## config.mk

```make
export PLATFORM = sky130hd
export DESIGN_NAME = mux_sel_serializer
export DESIGN_NICKNAME = d
export VERILOG_FILES = /design/src/rtl/mux_sel_serializer.sv
export SDC_FILE = /design/constraint.sdc
export NUM_CORES = 1
export LEC_CHECK = 0
export CAP_MARGIN = 20
export CORE_ASPECT_RATIO = 2
export CORE_MARGIN = 2
export CORE_UTILIZATION = 35
export CTS_BUF_LIST = sky130_fd_sc_hd__clkbuf_8
export DETAILED_ROUTE_END_ITERATION = 12
export GPL_TIMING_DRIVEN = 0
export PLACE_DENSITY = 0.61
export SETUP_SLACK_MARGIN = 0.02
export SLEW_MARGIN = 20
export SYNTH_ARGS = -nofsm -noshare
export SYNTH_HDL_FRONTEND = slang
export SYNTH_SLANG_ARGS = --single-unit
```

## constraint.sdc

```tcl
create_clock -name clk_i -period 5.05 [get_ports clk_i]
set_input_delay 1.01 -clock clk_i [delete_from_list [all_inputs] [get_ports clk_i]]
set_output_delay 1.01 -clock clk_i [all_outputs]
set_load 0.005 [all_outputs]
```

## src/rtl/mux_sel_serializer.sv

```systemverilog
// -----------------------------------------------------------------------------
// mux_sel_serializer
//   Parallel-in/serial-out stage that owns the select lines of an 8:1 bit mux.
//   A word is captured on a load_valid_i/load_ready_o handshake. The stage then
//   sweeps sel_o through every bit position, holding each one for BIT_DIV
//   clocks, and presents the selected bit on ser_out_o. A one-cycle done_o
//   pulse follows the last bit, and the stage then returns to idle.
//
// Parameters
//   WIDTH      data word width (fixed at 8)
//   SEL_W      select width (log2(WIDTH) = 3)
//   BIT_DIV    clocks each bit is held, 1..255
//   MSB_FIRST  0: sel counts 0->7, 1: sel counts 7->0
//
// Ports
//   clk_i         rising-edge clock
//   rst_i         asynchronous active-high reset
//   load_valid_i  upstream has a word on load_data_i
//   load_data_i   word to serialize
//   load_ready_o  stage can accept a word (idle and not in reset)
//   sel_o         select for the downstream 8:1 mux
//   mux_data_o    registered copy of the captured word
//   ser_out_o     mux_data_o[sel_o] while ser_valid_o, else 0
//   ser_valid_o   high for every cycle a bit is presented
//   done_o        one-cycle pulse after the last bit
// -----------------------------------------------------------------------------
module mux_sel_serializer #(
  parameter int WIDTH     = 8,
  parameter int SEL_W     = 3,
  parameter int BIT_DIV   = 1,
  parameter int MSB_FIRST = 0
) (
  input  logic             clk_i,
  input  logic             rst_i,
  input  logic             load_valid_i,
  input  logic [WIDTH-1:0] load_data_i,
  output logic             load_ready_o,
  output logic [SEL_W-1:0] sel_o,
  output logic [WIDTH-1:0] mux_data_o,
  output logic             ser_out_o,
  output logic             ser_valid_o,
  output logic             done_o
);

  typedef enum logic [1:0] {
    ST_IDLE  = 2'd0,
    ST_SHIFT = 2'd1,
    ST_DONE  = 2'd2
  } state_e;

  // First and last bit positions of a word depend on the sweep direction.
  localparam logic [SEL_W-1:0] SEL_FIRST = (MSB_FIRST != 0) ? SEL_W'(WIDTH - 1) : SEL_W'(0);
  localparam logic [SEL_W-1:0] SEL_LAST  = (MSB_FIRST != 0) ? SEL_W'(0) : SEL_W'(WIDTH - 1);
  localparam logic [7:0]       DIV_LAST  = 8'(BIT_DIV - 1);

  state_e             state_q, state_d;
  logic [SEL_W-1:0]   sel_q, sel_d;
  logic [WIDTH-1:0]   data_q, data_d;
  logic [7:0]         div_q, div_d;

  // State, select, word and bit-hold counter registers.
  always_ff @(posedge clk_i or posedge rst_i) begin
    if (rst_i) begin
      state_q <= ST_IDLE;
      sel_q   <= '0;
      data_q  <= '0;
      div_q   <= 8'd0;
    end else begin
      state_q <= state_d;
      sel_q   <= sel_d;
      data_q  <= data_d;
      div_q   <= div_d;
    end
  end

  // Next-state logic for capture, bit sweep and done.
  always_comb begin
    state_d = state_q;
    sel_d   = sel_q;
    data_d  = data_q;
    div_d   = div_q;
    case (state_q)
      ST_IDLE: begin
        if (load_valid_i) begin
          data_d  = load_data_i;
          sel_d   = SEL_FIRST;
          div_d   = 8'd0;
          state_d = ST_SHIFT;
        end else begin
          state_d = ST_IDLE;
        end
      end
      ST_SHIFT: begin
        if (div_q == DIV_LAST) begin
          div_d = 8'd0;
          // Leave before stepping past the final position so sel never wraps.
          if (sel_q == SEL_LAST) begin
            state_d = ST_DONE;
          end else if (MSB_FIRST != 0) begin
            sel_d = sel_q - SEL_W'(1);
          end else begin
            sel_d = sel_q + SEL_W'(1);
          end
        end else begin
          div_d = div_q + 8'd1;
        end
      end
      ST_DONE: begin
        state_d = ST_IDLE;
      end
      default: begin
        state_d = ST_IDLE;
      end
    endcase
  end

  // Outputs decode directly from registered state; ready is masked by reset.
  assign load_ready_o = (state_q == ST_IDLE) && !rst_i;
  assign ser_valid_o  = (state_q == ST_SHIFT);
  assign done_o       = (state_q == ST_DONE);
  assign sel_o        = sel_q;
  assign mux_data_o   = data_q;
  assign ser_out_o    = (state_q == ST_SHIFT) ? data_q[sel_q] : 1'b0;

endmodule

```

==> flow_metrics.py <==
metrics = {
    "outcome": {
        "outcome": "finished clean",
    },
    "sta": {
        "hold_violations": 0,
        "finalHoldWorstSlack_ns": 0.5171,
        "grt_setup_unrepaired": "no",
        "slew_headroom_pct": 44.76,
        "timing.fmax_mhz": 324.0,
        "finalSetupViolCount": 0,
        "timing.final.crit_share_pct": 61.13,
        "finClkSkew_ns": 0.003430,
        "setup_ws_ns": 1.963,
        "tns_ns": 0,
        "finalCriticalPeriod_ns": 3.087,
        "tightest_slew_ns": 0.8277,
        "drv_slew": 0,
    },
    "final_layout": {
        "final_common_cell": "clkdlybuf4s50_1",
        "antenna_cells": 0,
        "drive_gt1_share_pct": 14.96,
        "area_growth_pct": 30.23,
        "final_cell_mix": "clkdlybuf4s50_1, dfrtp_1, nor2_1, mux2_2, nand2_1",
        "fin_util_pct": 48.15,
        "seqCellArea_sq_um": 525.5,
        "fillers": 272,
        "nets": 143,
        "multi_input_area_sq_um": 530.5,
    },
    "clock_network": {
        "htreeDepth": 1,
        "clk_pin_slew_ns": 0.08,
        "cts_resized": 0,
        "clk_latency_ns": 0.26,
        "clk_path_buf_depth": 2,
        "hold_buffers": 0,
        "ctsRootBufferMaster": "clkbuf_8",
        "numCtsBuffers": 3,
        "cts_setup_buffers": 0,
        "clkSinkCount": 21,
        "cts_tree": "done",
    },
    "route": {
        "drc": 0,
        "initialDrtViolationCount": 21,
        "wl_mm": 2.449,
        "routedWlPerCell_microns": 15.60,
        "dr_total_vias": 872,
        "drt_pass1_iterations": 3,
        "ant_nets": 0,
        "viasPerCell": 5.554,
    },
    "critical_path": {
        "worstSetupPathType": "in2out",
        "crit_top_cell": "clkdlybuf4s50_1",
        "worstPathArrival_ns": 2.08,
        "cp-end-kind": "output pin",
        "crit_path_cell_trace": "clkdlybuf4s50_1 > nor3_1 > clkdlybuf4s50_1",
        "r2r_setup_slack_ns": 3.00,
        "worstReg2RegEnd": "sel_o[1]",
        "critical_path.max_stage_delay_ns": 0.52,
        "critPathRequiredTime_ns": 4.04,
        "worst_r2r_path_depth": 7,
        "r2r_start": "div_q[0]",
        "cp-start-kind": "input pin",
        "slowest_stage": "clkdlybuf4s50_1",
        "cp_max_fo": 2,
    },
    "run": {
        "cap_violations": 0,
    },
    "worst_hold_path": {
        "min_from": "div_q[7]",
        "hold_path_end": "div_q[7]",
        "hold_class": "reg2reg",
        "hold_depth": 1,
    },
    "synth": {
        "synth_cell_types": 36,
        "syn_area_sq_mm": 0.001101,
        "ys_ff_latch": 21,
        "syn_area_per_cell_sq_um": 11.24,
        "syn_inst": 98,
        "ys_seq_area_share_pct": 47.73,
        "ys_warn_count": 0,
        "syn_nets": 113,
    },
    "grt": {
        "grt_pass1_wl_mm": 4.291,
        "grt_usage_pct": 15.09,
        "grt_pass1_vias": 956,
        "grt_max_degree": 22,
        "antenna_found_initial": 0,
        "overflow": 0,
    },
    "place": {
        "port_buffers": 25,
        "gp_congestion": 0.7723,
        "dpl_worst_slack_ns": 1.950,
        "hpwl_mm": 1.899,
    },
    "pwr": {
        "p_leak_nw": 0.6246,
        "power.density_mw_per_mm2": 410.1,
        "peakVddDrop_uv": 192.8,
        "p_total_uw": 588.1,
    },
    "die": {
        "die_h_microns": 83.32,
        "ioPinCount": 26,
        "die_x_microns": 43.66,
        "core-area_sq_mm": 0.002978,
        "die_area_sq_mm": 0.003638,
        "row_count": 28,
        "initial_core_util_pct": 36.97,
    },
}
## synthesized netlist by cell type
| cell | count | area (sq um) |
|---|---|---|
| a21o_1 | 1 | 7.510 |
| a21oi_1 | 4 | 20.02 |
| a31oi_1 | 1 | 6.260 |
| a32o_1 | 2 | 20.02 |
| a41oi_1 | 1 | 8.760 |
| and3_1 | 2 | 12.51 |
| buf_1 | 1 | 3.750 |
| buf_4 | 1 | 7.510 |
| buf_6 | 1 | 11.26 |
| clkbuf_1 | 1 | 3.750 |
| dfrtp_1 | 21 | 525.5 |
| ha_1 | 4 | 50.05 |
| inv_1 | 5 | 18.77 |
| mux2_2 | 8 | 90.09 |
| mux2i_1 | 1 | 10.01 |
| mux4_2 | 2 | 45.04 |
| nand2_1 | 7 | 26.28 |
| nand2b_1 | 1 | 6.260 |
| nand3_1 | 3 | 15.01 |
| nand4_1 | 1 | 6.260 |
| nor2_1 | 8 | 30.03 |
| nor2b_1 | 2 | 12.51 |
| nor3_1 | 1 | 5.000 |
| nor3b_1 | 2 | 15.01 |
| nor4_1 | 2 | 12.51 |
| o211a_1 | 1 | 10.01 |
| o211ai_1 | 1 | 7.510 |
| o21ai_0 | 3 | 15.01 |
| o21ai_1 | 3 | 15.01 |
| o21ai_2 | 1 | 8.760 |
| o41a_1 | 1 | 11.26 |
| o41ai_4 | 1 | 27.53 |
| or2_2 | 1 | 6.260 |
| or4_1 | 1 | 7.510 |
| or4b_4 | 1 | 13.76 |
| xnor2_1 | 1 | 8.760 |
## logic make-up after synthesis
| family | Yosys count | share of synthesized area (%) |
|---|---|---|
| AND/OR/NAND/NOR | 32 | 15.34 |
| AO/OA/AOI/OAI | 20 | 14.32 |
| multiplexers | 11 | 13.18 |
| adder cells (fa/ha/maj) | 4 | 4.546 |
| buffers and inverters | 9 | 4.091 |
| flip-flops | 21 | 47.73 |
| XOR/XNOR | 1 | 0.7956 |
## power breakdown
part / internal (mW) / total, mW / switching, mW
combinational: 0.115 / 0.204 / 0.0882
sequential: 0.215 / 0.276 / 0.0613
clock: 0.0541 / 0.108 / 0.0538
total: 0.385 / 0.588 / 0.203
## routing by layer
layer / track usage, % / vias up / part of all wire, %
li1: - / 419 / -
met5: 0 / - / 0
met2: 27.27 / 22 / 59
met4: 5.785 / 0 / 0.94
met3: 2.391 / 2 / 3.1
met1: 16.50 / 429 / 37
## worst max-delay path by stage
stage	start	to	cells past startpoint
2_1_floorplan	rst_i	load_ready_o	1
3_3_place_gp	rst_i	load_ready_o	3
3_5_place_dp	rst_i	load_ready_o	3
4_1_cts	rst_i	load_ready_o	3
5_1_grt	rst_i	load_ready_o	3
6_report	rst_i	load_ready_o	3
## stage by stage
step / instances / area (sq um)
2_1_floorplan: 98 / 1101
3_3_place_gp: 153 / 1389
3_5_place_dp: 153 / 1389
4_1_cts: 157 / 1434
5_1_grt: 157 / 1434
6_report: 157 / 1434
## flip-flops by register name, indices dropped and copies added, names as in the netlist
name        cells
div_q           8
mux_data_o      8
sel_o           3
state_q         2
## final cells by class
class	instances	area share (%)
repair buffers	25	17.45
clock inverters	1	0.2618
clock buffers	3	2.880
plain buffers	4	1.832
flip-flops and latches	21	36.65
well taps	30	2.618
multi-input cells	68	37.00
inverters	5	1.309
## critical path, delay by kind of cell
| family | cells | cell delay, ns |
|---|---|---|
| buffers and inverters | 2 | 0.94 |
| and+or+nand+nor | 1 | 0.13 |
(Power assumes the default switching activity.)
